`src/rtl/hilo_mdu_ctrl.sv`:
```
// HI/LO multiply-divide sequencer.
// Multiplies and moves complete in one cycle. Divides use a 32-step restoring
// sequence plus one sign-fix cycle. busy stalls the pipeline until HI/LO are valid.
module hilo_mdu_ctrl #(
    parameter logic [31:0] HI_INIT = 32'h0000_0000,
    parameter logic [31:0] LO_INIT = 32'h0000_0000
) (
    input  logic        clk,
    input  logic        rst,
    input  logic        start,
    input  logic [2:0]  op,
    input  logic [31:0] rs_data,
    input  logic [31:0] rt_data,
    output logic        busy,
    output logic        done,
    output logic [31:0] hi,
    output logic [31:0] lo
);

    localparam logic [2:0] OpMult  = 3'b000;
    localparam logic [2:0] OpMultu = 3'b001;
    localparam logic [2:0] OpDiv   = 3'b010;
    localparam logic [2:0] OpDivu  = 3'b011;
    localparam logic [2:0] OpMthi  = 3'b100;
    localparam logic [2:0] OpMtlo  = 3'b101;

    typedef enum logic [1:0] {StIdle, StDivRun, StDivFix} state_e;

    state_e      state_q, state_d;
    logic [4:0]  cnt_q;
    logic [31:0] hi_q, lo_q;
    logic        done_q;
    logic [31:0] dvd_q;   // dividend magnitude, shifted out MSB-first; becomes the quotient
    logic [31:0] dvs_q;   // divisor magnitude
    logic [31:0] rem_q;   // partial remainder
    logic [31:0] raw_rs_q;
    logic        qsign_q, rsign_q, dvz_q;

    logic        accept, is_div, is_mul, is_signed_div;
    logic [63:0] mul_a, mul_b, prod;
    logic [31:0] rs_mag, rt_mag;
    logic [32:0] shifted;
    logic        step_sub;
    logic [31:0] rem_next;

    // Command decode, shared multiplier and operand magnitudes.
    always_comb begin
        accept        = start && (state_q == StIdle);
        is_mul        = (op == OpMult) || (op == OpMultu);
        is_div        = (op == OpDiv) || (op == OpDivu);
        is_signed_div = (op == OpDiv);
        // Sign-extending for MULT makes the low 64 bits of the product the signed result.
        mul_a  = {{32{(op == OpMult) && rs_data[31]}}, rs_data};
        mul_b  = {{32{(op == OpMult) && rt_data[31]}}, rt_data};
        prod   = mul_a * mul_b;
        rs_mag = (is_signed_div && rs_data[31]) ? (~rs_data + 32'd1) : rs_data;
        rt_mag = (is_signed_div && rt_data[31]) ? (~rt_data + 32'd1) : rt_data;
    end

    // One restoring-division step.
    always_comb begin
        shifted  = {rem_q, dvd_q[31]};
        step_sub = shifted >= {1'b0, dvs_q};
        // Remainder is always below the divisor, so the difference fits in 32 bits.
        rem_next = step_sub ? (shifted[31:0] - dvs_q) : shifted[31:0];
    end

    // Next-state logic.
    always_comb begin
        state_d = state_q;
        unique case (state_q)
            StIdle:   if (accept && is_div) state_d = StDivRun;
            StDivRun: if (cnt_q == 5'd31) state_d = StDivFix;
            StDivFix: state_d = StIdle;
            default:  state_d = StIdle;
        endcase
    end

    // State register.
    always_ff @(posedge clk or negedge rst) begin
        if (!rst) state_q <= StIdle;
        else      state_q <= state_d;
    end

    // HI/LO, divide datapath and the done pulse.
    always_ff @(posedge clk or negedge rst) begin
        if (!rst) begin
            hi_q     <= HI_INIT;
            lo_q     <= LO_INIT;
            done_q   <= 1'b0;
            cnt_q    <= 5'd0;
            dvd_q    <= 32'd0;
            dvs_q    <= 32'd0;
            rem_q    <= 32'd0;
            raw_rs_q <= 32'd0;
            qsign_q  <= 1'b0;
            rsign_q  <= 1'b0;
            dvz_q    <= 1'b0;
        end else begin
            done_q <= 1'b0;
            unique case (state_q)
                StIdle: begin
                    if (accept) begin
                        if (is_mul) begin
                            {hi_q, lo_q} <= prod;
                            done_q       <= 1'b1;
                        end else if (op == OpMthi) begin
                            hi_q   <= rs_data;
                            done_q <= 1'b1;
                        end else if (op == OpMtlo) begin
                            lo_q   <= rs_data;
                            done_q <= 1'b1;
                        end else if (is_div) begin
                            dvd_q    <= rs_mag;
                            dvs_q    <= rt_mag;
                            rem_q    <= 32'd0;
                            raw_rs_q <= rs_data;
                            qsign_q  <= is_signed_div && (rs_data[31] ^ rt_data[31]);
                            rsign_q  <= is_signed_div && rs_data[31];
                            dvz_q    <= (rt_data == 32'd0);
                            cnt_q    <= 5'd0;
                        end
                    end
                end
                StDivRun: begin
                    rem_q <= rem_next;
                    dvd_q <= {dvd_q[30:0], step_sub};
                    cnt_q <= cnt_q + 5'd1;
                end
                StDivFix: begin
                    if (dvz_q) begin
                        lo_q <= 32'hFFFF_FFFF;
                        hi_q <= raw_rs_q;
                    end else begin
                        lo_q <= qsign_q ? (~dvd_q + 32'd1) : dvd_q;
                        hi_q <= rsign_q ? (~rem_q + 32'd1) : rem_q;
                    end
                    done_q <= 1'b1;
                end
                default: ;
            endcase
        end
    end

    assign busy = (state_q != StIdle);
    assign done = done_q;
    assign hi   = hi_q;
    assign lo   = lo_q;

endmodule
```
`config.mk`:
```
export PLATFORM = sky130hd
export DESIGN_NAME = hilo_mdu_ctrl
export DESIGN_NICKNAME = d
export VERILOG_FILES = /design/src/rtl/hilo_mdu_ctrl.sv
export SDC_FILE = /design/constraint.sdc
export NUM_CORES = 2
export LEC_CHECK = 0
export ABC_AREA = 1
export ABC_CLOCK_PERIOD_IN_PS = 2900
export CAP_MARGIN = 10
export CORE_AREA = 2 2 479 291
export DETAILED_ROUTE_END_ITERATION = 12
export DIE_AREA = 0 0 481 293
export PLACE_DENSITY = 0.52
export SYNTH_ARGS = -nofsm -noshare
export SYNTH_HDL_FRONTEND = slang
export SYNTH_SLANG_ARGS = --single-unit
```
`constraint.sdc`:
```
create_clock -name clk -period 2.9 [get_ports clk]
set_input_delay 0.58 -clock clk [delete_from_list [all_inputs] [get_ports clk]]
set_output_delay 0.58 -clock clk [all_outputs]
set_load 0.01 [all_outputs]
```
==> reports/results.ini <==
[status]
outcome=finished, violations left
violations=setup timing

[detailed_routing]
routedWlPerCell_um=24.71
drt_iter0_drc=5593
dr.pass1.iters=6
drc_errors=0
wirelength_mm=247.0
antenna_left=0
vias=51860
viasPerCell=5.188

[clocking]
cts_root_buf=clkbuf_16
path_clk_slew_ns=0.07
cts_tree=done
clock_sinks=203
cts_made_buffers=20
h-tree-depth=1
clockBufferDepth=3
clock_latency_ns=0.59

[worst_setup_path]
worstSetupPathType=in -> reg
r2r_end=rem_q[22]
crit_end=hi[18]
crit_path_start_kind=input pin
crit_start=op[2]
crit_slowest_cell=fa_2
rr_startpoint=dvd_q[31]
cp.arrival_ns=7.72
max_stage_delay_ns=0.62
crit_required_ns=3.40
path_max_fanout=6
reg2reg_depth=17
crit_path_end_kind=flip-flop
r2r_slack_ns=0.04

[synth]
async_flop_share_pct=100.0
ys_seq_elements=203
synth.distinct_cells=56
synth_most_common_cell=nand2_1
synth_cells=7195
synth-main-ff-cell=dfrtp_1
synthTopCellsByArea=fa_1 (42%), nand2_1 (13%), inv_1 (13%), dfrtp_1 (9.4%), ha_1 (5.8%)
netlist_area_mm2=0.05428
yosysTopAreaCell=fa_1
synthesis.nets=8642
ys_seq_area_share_pct=9.358
synth_area_per_cell_um2=7.545
synthTopCellsByCount=nand2_1 (1914), inv_1 (1845), fa_1 (1126), nor2_1 (368), a21oi_1 (265)
synth_edf_count=0
synth_top_area_share_pct=41.53
ys_warn_count=0

[sta]
fin_ws_ns=-4.319
finalHoldViolations=0
max-slew-margin-rel_pct=30.79
setup_violations=61
rsz0062_at_grt=true
maxSlewViolCount=0
fin_setup_tns_ns=-222.21
fin_crit_sh_pct=248.9
fin_skew_ns=0.04279
worst_slew_pin_slew_ns=1.038
clock.fmax_ghz=0.1385
fin_crit_ns=7.219

[place]
place_ws_ns=-5.614
io_buffer_count=135
placedCellCount=9750
place_area_mm2=0.06612
dpl.hpwl_mm=196.4
routabilityCongestion=1.008

[min_path]
min_from=op[1]
hold_path_class=in -> reg

[die]
design.core.area_mm2=0.1361
initial_core_util_pct=39.88
die_x_um=481
die_area_mm2=0.1409
ios=136
row_count=105
die_h_um=293

[grt]
grt_pass1_vias=51600
grt_start_max_net_pins=76
use_met1_pct=55.86
antenna_found_initial=13
busiest_layer=met1
met2_usage_pct=46.20
grt-ovfl-total=0
grt_util_met3_pct=9.358
track_usage_pct=35.14
grt_pass1_wl_mm=359.7

[cells_and_area]
layout-drive-gt1-share_pct=25.10
fin_cells=9997
nets=9600
final_cell_area_mm2=0.07265
syn2layout_area_growth_pct=33.84

[job]
maxCapViolCount=0

flip-flops by register name (all words and copies together) (netlist names):
| name | count |
|---|---|
| dvd_q | 32 |
| dvs_q | 32 |
| hi | 32 |
| lo | 32 |
| raw_rs_q | 32 |
| rem_q | 32 |
| cnt_q | 5 |
| state_q | 2 |
| done | 1 |
| dvz_q | 1 |
| qsign_q | 1 |
| rsign_q | 1 |
worst min path at each step:
stage / endpoint / slack, ns / cells after the start
2_1_floorplan: cnt_q[0] / 0.28 / 0
3_3_place_gp: lo[15] / 0.46 / 2
3_5_place_dp: raw_rs_q[2] / 0.46 / 2
4_1_cts: done / 0.34 / 3
5_1_grt: done / 0.35 / 3
6_report: done / 0.34 / 3
layer usage:
metal	part of all wire, %	vias up
met4	3.1	8
li1	-	22950
met1	47	25990
met5	0.065	-
met2	38	2664
met3	12	258
final cells by class:
class	count	area, µm²
Multi-Input combinational cell	4786	44830
Antenna cell	14	35.03
Sequential cell	203	5080
Clock buffer	24	515.5
Clock inverter	9	125.1
Timing Repair Buffer	1290	12790
Tap cell	1819	2276
Fill cell	12990	63450
Inverter	1852	6998
critical path: cells and delay by family:
family	cells	cell delay (ns)
fa+ha+maj	9	4.39
buf+inv	11	1.19
simple gates	11	1.09
compound gates	3	0.44
placed cells by master (no fill, tap or decap), drive strengths merged, types with 15 or more instances in the layout:
cell type,count
a21oi,266
a31oi,18
buf,1202
clkbuf,26
clkdlybuf4s50,67
dfrtp,203
fa,1126
ha,251
inv,1848
nand2,1920
nand3,206
nand4,42
nor2,370
nor3,57
o211ai,21
o21ai,269
o21bai,28
o221ai,15
o22ai,26
xnor2,25
xor2,79
cells by family (layout without fill, tap and decap cells):
family / count (synthesis) / after routing / synth area share [%]
flops: 203 / 203 / 9.358
compound gates: 678 / 678 / 6.970
fa+ha+maj: 1377 / 1377 / 47.31
buf+inv: 2206 / 3175 / 15.37
simple gates: 2627 / 2627 / 19.31
xor+xnor: 104 / 104 / 1.678
other cells: 0 / 14 / 0
stage by stage:
step                hold WS [ns]  util, %
floorplan                 0.2844        -
global placement          0.4598    48.58
detailed placement        0.4611    48.58
CTS                       0.3430    52.40
global route              0.3455    53.38
finish                    0.3424    53.38
what timing repair did:
action	in CTS	in global routing
pin swaps	309	198
cloned	17	2
endpoints found under the setup margin	71	90
gates resized for setup	719	273
hold endpoints to repair	28	0
setup buffers	152	36
hold buffers	1	0
Power is not shown: default switching activity piles up to over one toggle a cycle in this logic, so the estimate is an artifact.
